==> config.mk <==
export PLATFORM = sky130hd
export DESIGN_NAME = mult_writeback
export DESIGN_NICKNAME = d
export VERILOG_FILES = /design/src/rtl/mult_writeback_pkg.sv /design/src/rtl/sync_fifo.sv /design/src/rtl/mult_writeback.sv
export SDC_FILE = /design/constraint.sdc
export NUM_CORES = 1
export LEC_CHECK = 0
export BUFFER_PORTS_ARGS = -buffer_cell sky130_fd_sc_hd__buf_2
export CORE_UTILIZATION = 53
export DETAILED_ROUTE_END_ITERATION = 6
export PLACE_DENSITY_LB_ADDON = 0.1
export SLEW_MARGIN = 10
export SYNTH_ARGS = -nofsm -noshare
export SYNTH_HDL_FRONTEND = slang
export SYNTH_SLANG_ARGS = --single-unit
==> constraint.sdc <==
create_clock -name clk -period 8.6 [get_ports clk]
set_clock_uncertainty 0.15 [all_clocks]
set_input_delay 2.58 -clock clk [delete_from_list [all_inputs] [get_ports clk]]
set_output_delay 2.58 -clock clk [all_outputs]
set_load 0.005 [all_outputs]
==> src/rtl/mult_writeback_pkg.sv <==
// Shared defaults and helpers for the multiplier write-back path: result width,
// register geometry and how a product splits into register-sized beats.
package mult_writeback_pkg;

    localparam int DEF_MULT_DATA_WIDTH = 64;
    localparam int DEF_REG_DATA_WIDTH  = 32;
    localparam int DEF_REG_ADDR_WIDTH  = 5;
    localparam int DEF_FIFO_DEPTH      = 4;

    localparam int BEATS       = DEF_MULT_DATA_WIDTH / DEF_REG_DATA_WIDTH;
    localparam bit BEATS_EXACT = (BEATS * DEF_REG_DATA_WIDTH) == DEF_MULT_DATA_WIDTH;

    // A product must split into a whole number (>= 1) of register words.
    function automatic bit split_is_exact(input int mult_w, input int reg_w);
        return (reg_w > 0) && (mult_w >= reg_w) && ((mult_w % reg_w) == 0);
    endfunction

    function automatic int beats_of(input int mult_w, input int reg_w);
        return mult_w / reg_w;
    endfunction

    // Beat counter needs at least one bit even for single-beat products.
    function automatic int beat_width(input int beats);
        return (beats > 1) ? $clog2(beats) : 1;
    endfunction

endpackage

==> src/rtl/sync_fifo.sv <==
// Small synchronous FIFO with an always-visible head entry; pointers carry an
// extra wrap bit so full and empty are distinguishable without a counter.
module sync_fifo
    import mult_writeback_pkg::*;
#(
    parameter int WIDTH = 64,
    parameter int DEPTH = 4
) (
    input  logic                     clk,
    input  logic                     rst_n,
    input  logic                     push,
    input  logic                     pop,
    input  logic [WIDTH-1:0]         din,
    output logic [WIDTH-1:0]         head,
    output logic [$clog2(DEPTH):0]   count,
    output logic                     full,
    output logic                     empty
);

    localparam int AW = $clog2(DEPTH);

    if ((DEPTH < 2) || ((DEPTH & (DEPTH - 1)) != 0)) begin : g_depth_check
        $error("sync_fifo: DEPTH must be a power of 2 and >= 2");
    end

    logic [WIDTH-1:0] mem_r [DEPTH];
    logic [AW:0]      wr_ptr_r;
    logic [AW:0]      rd_ptr_r;
    logic             push_ok_s;
    logic             pop_ok_s;

    // Occupancy, status flags and guarded push/pop strobes.
    always_comb begin
        count     = wr_ptr_r - rd_ptr_r;
        full      = (count == (AW + 1)'(DEPTH));
        empty     = (count == '0);
        head      = mem_r[rd_ptr_r[AW-1:0]];
        push_ok_s = push && !full;
        pop_ok_s  = pop && !empty;
    end

    // Storage and pointers; storage is cleared so the head reads zero after reset.
    always_ff @(posedge clk) begin
        if (!rst_n) begin
            wr_ptr_r <= '0;
            rd_ptr_r <= '0;
            for (int i = 0; i < DEPTH; i++) begin
                mem_r[i] <= '0;
            end
        end else begin
            if (push_ok_s) begin
                mem_r[wr_ptr_r[AW-1:0]] <= din;
                wr_ptr_r                <= wr_ptr_r + 1'b1;
            end
            if (pop_ok_s) begin
                rd_ptr_r <= rd_ptr_r + 1'b1;
            end
        end
    end

endmodule

==> src/rtl/mult_writeback.sv <==
// Buffers multiplier results and drains each one into the register file as
// consecutive low-chunk-first beats at an auto-incrementing address.
module mult_writeback
    import mult_writeback_pkg::*;
#(
    parameter int MULT_DATA_WIDTH = DEF_MULT_DATA_WIDTH,
    parameter int REG_DATA_WIDTH  = DEF_REG_DATA_WIDTH,
    parameter int REG_ADDR_WIDTH  = DEF_REG_ADDR_WIDTH,
    parameter int FIFO_DEPTH      = DEF_FIFO_DEPTH
) (
    input  logic                           clk,
    input  logic                           rst_n,
    input  logic                           res_valid,
    input  logic [MULT_DATA_WIDTH-1:0]     res_data,
    output logic                           res_ready,
    input  logic                           addr_load,
    input  logic [REG_ADDR_WIDTH-1:0]      base_addr,
    input  logic                           w_stall,
    output logic                           w_valid,
    output logic [REG_ADDR_WIDTH-1:0]      w_addr,
    output logic [REG_DATA_WIDTH-1:0]      w_data,
    output logic                           entry_done,
    output logic                           wrapped,
    output logic [$clog2(FIFO_DEPTH):0]    count
);

    localparam int NUM_BEATS = beats_of(MULT_DATA_WIDTH, REG_DATA_WIDTH);
    localparam int BW        = beat_width(NUM_BEATS);

    if (!split_is_exact(MULT_DATA_WIDTH, REG_DATA_WIDTH)) begin : g_width_check
        $error("mult_writeback: MULT_DATA_WIDTH must be a whole multiple of REG_DATA_WIDTH");
    end

    logic [MULT_DATA_WIDTH-1:0] head_s;
    logic                       full_s;
    logic                       empty_s;
    logic                       push_s;
    logic                       pop_s;
    logic                       last_beat_s;
    logic [BW-1:0]              beat_r;
    logic [REG_ADDR_WIDTH-1:0]  ptr_r;

    sync_fifo #(
        .WIDTH (MULT_DATA_WIDTH),
        .DEPTH (FIFO_DEPTH)
    ) u_fifo (
        .clk   (clk),
        .rst_n (rst_n),
        .push  (push_s),
        .pop   (pop_s),
        .din   (res_data),
        .head  (head_s),
        .count (count),
        .full  (full_s),
        .empty (empty_s)
    );

    // Write port is driven straight from the head entry so a result pushed at
    // one edge is written in the very next cycle; no bypass when full.
    always_comb begin
        res_ready   = !full_s;
        push_s      = res_valid && !full_s;
        w_valid     = !empty_s && !w_stall;
        w_addr      = ptr_r;
        w_data      = head_s[beat_r*REG_DATA_WIDTH +: REG_DATA_WIDTH];
        last_beat_s = (beat_r == BW'(NUM_BEATS - 1));
        pop_s       = w_valid && last_beat_s;
        entry_done  = pop_s;
        wrapped     = w_valid && (ptr_r == '1);
    end

    // Address pointer (load overrides increment) and beat position in the head entry.
    always_ff @(posedge clk) begin
        if (!rst_n) begin
            ptr_r  <= '0;
            beat_r <= '0;
        end else begin
            if (addr_load) begin
                ptr_r <= base_addr;
            end else if (w_valid) begin
                ptr_r <= ptr_r + 1'b1;
            end
            if (w_valid) begin
                beat_r <= last_beat_s ? '0 : beat_r + 1'b1;
            end
        end
    end

endmodule
* Yosys cells after proc, flatten, opt, wreduce, memory -nomap -nowiden *
Memories as Yosys holds them, arrays and structs flattened. A register that Yosys moved wholly into a read port is not among the register bits.
Cells that the tools add are included.

word-level totals
  register bits = 12
  RAM bits = 256
  input bits = 74
  output and inout bits = 44
  logic and storage cells = 37
  memories = 1

cells by class
  add/subtract/negate cells = 5
  equality and inequality tests = 2
  shifts and indexed selects = 1
  muxes and demuxes = 12
  reduce and logical (&&, ||, !) cells = 12

memories
  name          depth  width  rd ports  clocked after Yosys merged registers in  write ports  line             source
  u_fifo.mem_r  4      64     1         1                                        4            sync_fifo.sv:26  logic [WIDTH-1:0] mem_r [DEPTH];

operator list
  cell                                                           count
  64-bit 2-to-1 mux                                              1
  64-bit OR reduction                                            1
  64-bit by 7-bit variable part select with 32-bit output        1
  5-bit 2-to-1 mux                                               2
  3-bit by 1-bit adder with 3-bit output, second input constant  2
  1-bit logical AND                                              6
  1-bit 2-to-1 mux                                               6
  2-bit 2-to-1 mux                                               3
  5-bit by 1-bit adder with 5-bit output, second input constant  1
  5-bit equality test, second input constant                     1
  3-bit equality test, second input constant                     1
  1-bit zero test                                                3
  3-bit zero test                                                1
  3-bit subtractor                                               1
  2-bit nonzero test                                             1
  1-bit adder, second input constant                             1

* Logic depth before layout (Yosys ltp) *
  word-level depth = 10
  depth in mapped cells = 9
  mapped depth without buffers = 8

* Cells and area by module *
Synthesis repeated with hierarchy kept, for this count alone.

unflattened totals
  cells, all modules = 821
  area total of the unflattened synthesis = 11810.1 sq um

by module, submodules not included
  module          instances  cells each  area an instance (sq um)  sequential area each (sq um)
  sync_fifo       1          747         11104.4                   7847.5
  mult_writeback  1          74          705.7                     120.1

* Least setup slack after synthesis *
OpenSTA, ideal clock, no wires.

  path kind = input to register
  start = input port res_valid
  end = memory u_fifo.mem_r[3][0], enable pin
  setup time = 0.581 ns
  arrival time = 7.582 ns
  data required time = 7.869 ns
  setup slack = 0.287 ns
  stages on the path = 3
  path buffers = 1
  cells stage by stage = o31ai_4 -> buf_2 -> o31ai_1

RTL lines
  item             line                  source
  start, declared  mult_writeback.sv:13  input logic res_valid,
  end, declared    sync_fifo.sv:26

* Final worst setup path *
  start = input port w_stall
  end = output port wrapped

between the ends
  word-level cells in the longest chain between the ends = 3

RTL lines
  item               line                  source
  start, declared    mult_writeback.sv:18  input logic w_stall,
  1-bit zero test    mult_writeback.sv:63  w_valid = !empty_s && !w_stall;
  1-bit logical AND  mult_writeback.sv:63
  1-bit logical AND  mult_writeback.sv:69  wrapped = w_valid && (ptr_r == '1);
  end, declared      mult_writeback.sv:23  output logic wrapped,

Every way passes these cells.

==> flow_summary.html <==
<table>
<tr><th>Metric</th><th>Value</th></tr>
<tr><th colspan="2">Pwr</th></tr>
<tr><td>Total power draw</td><td>~3.1 mW</td></tr>
<tr><td>Power Density</td><td>~230 nW/um^2</td></tr>
<tr><td>Peak supply drop</td><td>131 uV</td></tr>
<tr><td>Leakage</td><td>5.14 nW</td></tr>
<tr><th colspan="2">Critical path</th></tr>
<tr><td>Arrival time reported for the critical path endpoint</td><td>around 3.5 ns</td></tr>
<tr><td>Category of the critical setup timing path</td><td>in -&gt; out</td></tr>
<tr><td>CP max FO</td><td>12</td></tr>
<tr><td>Worst flop-to-flop path endpoint</td><td>u_fifo.mem_r[1][25]$_SDFFCE_PN0P_</td></tr>
<tr><td>Nature of the critical path endpoint</td><td>output pin</td></tr>
<tr><td>Worst setup path endpoint</td><td>wrapped</td></tr>
<tr><td>Worst Reg-to-Reg Cells</td><td>9</td></tr>
<tr><td>Worst R2R Setup Slack</td><td>roughly 4.6 ns</td></tr>
<tr><td>Required time at the worst-slack endpoint</td><td>approximately 6 ns</td></tr>
<tr><td>Launching point of the worst reg2reg path</td><td>u_fifo.wr_ptr_r[0]$_SDFFE_PN0P_</td></tr>
<tr><td>Kind of start point of the critical path</td><td>primary input</td></tr>
<tr><td>CP Launch Point</td><td>w_stall</td></tr>
<tr><th colspan="2">STA</th></tr>
<tr><td>Pin slew with the least headroom to its limit</td><td>just over 1 ns</td></tr>
<tr><td>Final period demand of the worst path</td><td>6.23 ns</td></tr>
<tr><td>Worst-case hold slack</td><td>0.328 ns</td></tr>
<tr><td>Unrepaired setup endpoints after global routing</td><td>no</td></tr>
<tr><td>Worst setup slack after layout</td><td>~2.4 ns</td></tr>
<tr><td>Relative slew slack</td><td>between 30% and 40%</td></tr>
<tr><td>Final setup TNS</td><td>0 ns</td></tr>
<tr><td>Hold violation count in the final report</td><td>0</td></tr>
<tr><td>Final worst path period share</td><td>roughly 72%</td></tr>
<tr><td>Top achievable clock speed</td><td>161 MHz</td></tr>
<tr><td>Finish-stage setup viols</td><td>0</td></tr>
<tr><td>Number of pins with negative max-slew slack in the final report</td><td>0</td></tr>
<tr><th colspan="2">Route</th></tr>
<tr><td>Detailed-route wire length per cell</td><td>about 21 um</td></tr>
<tr><td>Routed via count divided by cell count</td><td>around 5.6</td></tr>
<tr><td>Antenna violation net count after detailed routing</td><td>0</td></tr>
<tr><td>WL final</td><td>~27 mm</td></tr>
<tr><td>Routed vias</td><td>roughly 7000</td></tr>
<tr><td>Detailed Routing Iterations Pass 1</td><td>5</td></tr>
<tr><td>Violation count after the first detailed-routing iteration</td><td>543</td></tr>
<tr><td>Residual DRC count</td><td>0</td></tr>
<tr><th colspan="2">Clocking</th></tr>
<tr><td>Number of buffers inserted by post-CTS setup repair</td><td>0</td></tr>
<tr><td>Maximum clock insertion buffer count</td><td>3</td></tr>
<tr><td>Root buffer cell</td><td>sky130_fd_sc_hd__clkbuf_16</td></tr>
<tr><td>Clock latency reported for the late side of the worst-skew pair</td><td>~0.53 ns</td></tr>
<tr><td>Count of instances resized after the clock tree is built</td><td>0</td></tr>
<tr><td>Clock Sinks</td><td>270</td></tr>
<tr><td>CTS H-tree depth</td><td>1</td></tr>
<tr><td>Worst-path clk slew</td><td>around 0.050 ns</td></tr>
<tr><td>Clock buffer count from CTS</td><td>28</td></tr>
<tr><td>Post-CTS Hold Buffers</td><td>0</td></tr>
<tr><td>CTS tree</td><td>yes</td></tr>
<tr><th colspan="2">Yosys</th></tr>
<tr><td>Total of flip-flops plus latches after synthesis</td><td>270</td></tr>
<tr><td>Warning count from the yosys run</td><td>0</td></tr>
<tr><td>Summed instance area of the synthesized netlist</td><td>around 12000 sq um</td></tr>
<tr><td>Post-synthesis average cell area</td><td>between 10 and 15 sq um</td></tr>
<tr><td>Post-synthesis sequential area ratio</td><td>a little under 70%</td></tr>
<tr><td>Commonest register cell after synthesis</td><td>sky130_fd_sc_hd__edfxtp_1</td></tr>
<tr><td>Top cell types by occurrence after synthesis</td><td>sky130_fd_sc_hd__nor2_1 (257), sky130_fd_sc_hd__edfxtp_1 (256), sky130_fd_sc_hd__nand2_1 (169), sky130_fd_sc_hd__mux4_2 (64), sky130_fd_sc_hd__clkbuf_1 (22)</td></tr>
<tr><td>Most instantiated library cell after synthesis</td><td>sky130_fd_sc_hd__nor2_1</td></tr>
<tr><td>Top cells by area, synth</td><td>sky130_fd_sc_hd__edfxtp_1 (65%), sky130_fd_sc_hd__mux4_2 (12%), sky130_fd_sc_hd__nor2_1 (8.2%)</td></tr>
<tr><td>Post-synthesis cell type with the largest combined area</td><td>sky130_fd_sc_hd__edfxtp_1</td></tr>
<tr><td>Syn Nets</td><td>about 960</td></tr>
<tr><td>Post-synthesis cell count</td><td>879</td></tr>
<tr><td>Fraction of registers with async set/reset</td><td>0%</td></tr>
<tr><td>Number of enable flip-flop cells after synthesis</td><td>between 200 and 300</td></tr>
<tr><td>Area share of the largest cell type after synthesis</td><td>around two thirds</td></tr>
<tr><td>Number of distinct library cells after synthesis</td><td>31</td></tr>
<tr><th colspan="2">Die</th></tr>
<tr><td>Number of top-level design ports</td><td>~120</td></tr>
<tr><td>Starting density of the core</td><td>around 54%</td></tr>
<tr><td>Vert. Die Dim</td><td>between 150 and 200 um</td></tr>
<tr><td>Number of cell rows</td><td>54</td></tr>
<tr><td>Die Footprint</td><td>roughly 23000 sq um</td></tr>
<tr><td>Chip Width</td><td>approximately 150 um</td></tr>
<tr><td>Placeable Area</td><td>between 20000 and 25000 sq um</td></tr>
<tr><th colspan="2">Outcome</th></tr>
<tr><td>Run status</td><td>finished clean</td></tr>
<tr><th colspan="2">Finish</th></tr>
<tr><td>Final cell count without fillers</td><td>around 1300</td></tr>
<tr><td>Post-layout net count</td><td>1058</td></tr>
<tr><td>Fraction of final layout cells sized beyond drive strength 1</td><td>between 20% and 30%</td></tr>
<tr><td>Diode count</td><td>0</td></tr>
<tr><td>Final cell utilization of the core</td><td>61.4%</td></tr>
<tr><td>Area grow syn2layout</td><td>13.7%</td></tr>
<tr><td>Final design instance area without fill</td><td>about 13000 sq um</td></tr>
<tr><th colspan="2">GRT</th></tr>
<tr><td>Global-route wire length before repair</td><td>41.2 mm</td></tr>
<tr><td>Maximum number of pins on one net before global-route repair</td><td>just under 80</td></tr>
<tr><td>Overall track demand over capacity in global routing</td><td>about a quarter</td></tr>
<tr><td>Congestion Overflow GR</td><td>0</td></tr>
<tr><td>Vias in the first global route</td><td>7444</td></tr>
<tr><td>Initial antenna violation count</td><td>0</td></tr>
<tr><th colspan="2">Placement</th></tr>
<tr><td>Post-placement setup slack</td><td>roughly 2.4 ns</td></tr>
<tr><td>Count of input and output buffers</td><td>roughly 120</td></tr>
<tr><td>Detail Placement HPWL</td><td>between 10 and 15 mm</td></tr>
<tr><td>Post-Place Cell Area</td><td>12500 sq um</td></tr>
<tr><td>Post-Place Cells</td><td>between 1000 and 1500</td></tr>
<tr><td>Last weighted congestion value of the routability-driven placer</td><td>around 0.73</td></tr>
<tr><th colspan="2">Run</th></tr>
<tr><td>Number of maximum-capacitance constraint violations</td><td>0</td></tr>
<tr><th colspan="2">Min path</th></tr>
<tr><td>Worst hold path type</td><td>reg -&gt; reg</td></tr>
<tr><td>Min-delay src</td><td>w_addr[4]$_SDFFE_PN0P_</td></tr>
</table>
report_power, final:
group / internal (mW) / total [mW] / switching, mW
combinational: 0.135 / 0.372 / 0.238
clock: 0.644 / 1.12 / 0.474
sequential: 1.55 / 1.59 / 0.0340
total: 2.33 / 3.08 / 0.745
flip-flops by register name, indices dropped and copies added (netlist names), named ones only:
name and cells:
u_fifo.wr_ptr_r 3, u_fifo.rd_ptr_r 3, u_fifo.mem_r 256, w_addr 5, beat_r 1
worst min path at each step:
| stage | to | slack [ns] | cells after the start |
|---|---|---|---|
| finish | w_addr[4]$_SDFFE_PN0P_ | 0.33 | 2 |
| global route | w_addr[4]$_SDFFE_PN0P_ | 0.37 | 2 |
| floorplan | u_fifo.rd_ptr_r[2]$_SDFFE_PN0P_ | 0.31 | 2 |
| detailed placement | w_addr[4]$_SDFFE_PN0P_ | 0.32 | 2 |
| global placement | w_addr[4]$_SDFFE_PN0P_ | 0.32 | 2 |
| CTS | w_addr[4]$_SDFFE_PN0P_ | 0.33 | 2 |
kinds of logic after synthesis:
family / after synthesis / share of synthesized area, %
xor gates and xnor gates: 4 / 0.415
and+or+nand+nor: 444 / 14.6
adders and majority gates: 6 / 0.703
buffers and inverters: 68 / 2.93
muxes: 64 / 12.3
DFF: 270 / 67.8
AOI/OAI and AO/OA: 23 / 1.26
layout make-up:
cell class	instances	area, sq um
clock buffers	43	808
clock inverters	8	41.3
fillers	1760	8400
inverters	9	33.8
multi-input cells	541	3470
flip-flops and latches	270	7970
well taps	280	350
repair buffers	128	671
per-layer routing:
metal  up-vias  global-route usage [%]  part of all wire (%)
li1       3304                       -                     -
met1      3613                    33.3                    42
met2       230                    42.1                    51
met3        33                    3.25                   5.6
met4         0                    7.55                   2.1
met5         -                       0                     0
critical path, stage by stage:
cell and delay (ns):
sky130_fd_sc_hd__buf_2 0.09, sky130_fd_sc_hd__a31o_1 0.24, sky130_fd_sc_hd__inv_1 0.31, sky130_fd_sc_hd__and2_1 0.18, sky130_fd_sc_hd__buf_2 0.10
placed cells by master (no fill, tap or decap), types with 2 or more instances in the layout:
master | Yosys | routed
sky130_fd_sc_hd__a211oi_1 | 2 | 2
sky130_fd_sc_hd__or3_1 | 5 | 2
sky130_fd_sc_hd__xnor2_1 | 3 | 3
sky130_fd_sc_hd__and4_1 | 2 | 2
sky130_fd_sc_hd__clkbuf_1 | 22 | 11
sky130_fd_sc_hd__nand2_1 | 169 | 166
sky130_fd_sc_hd__mux4_2 | 64 | 64
sky130_fd_sc_hd__clkbuf_8 | 0 | 3
sky130_fd_sc_hd__clkinv_2 | 0 | 5
sky130_fd_sc_hd__clkinv_1 | 1 | 3
sky130_fd_sc_hd__or3_2 | 0 | 3
sky130_fd_sc_hd__nor2_1 | 257 | 257
sky130_fd_sc_hd__dfxtp_1 | 14 | 12
sky130_fd_sc_hd__and2_1 | 3 | 3
sky130_fd_sc_hd__a21oi_1 | 5 | 5
sky130_fd_sc_hd__buf_4 | 19 | 12
sky130_fd_sc_hd__clkbuf_16 | 0 | 29
sky130_fd_sc_hd__buf_2 | 14 | 116
sky130_fd_sc_hd__nand3_1 | 2 | 2
sky130_fd_sc_hd__o21ai_0 | 11 | 11
sky130_fd_sc_hd__nand2_4 | 0 | 3
sky130_fd_sc_hd__edfxtp_1 | 256 | 256
sky130_fd_sc_hd__o31ai_4 | 1 | 2
sky130_fd_sc_hd__and3_1 | 2 | 2
sky130_fd_sc_hd__ha_1 | 5 | 5
sky130_fd_sc_hd__nor3_1 | 2 | 2
sky130_fd_sc_hd__inv_1 | 8 | 8
(Power assumes the default switching activity.)
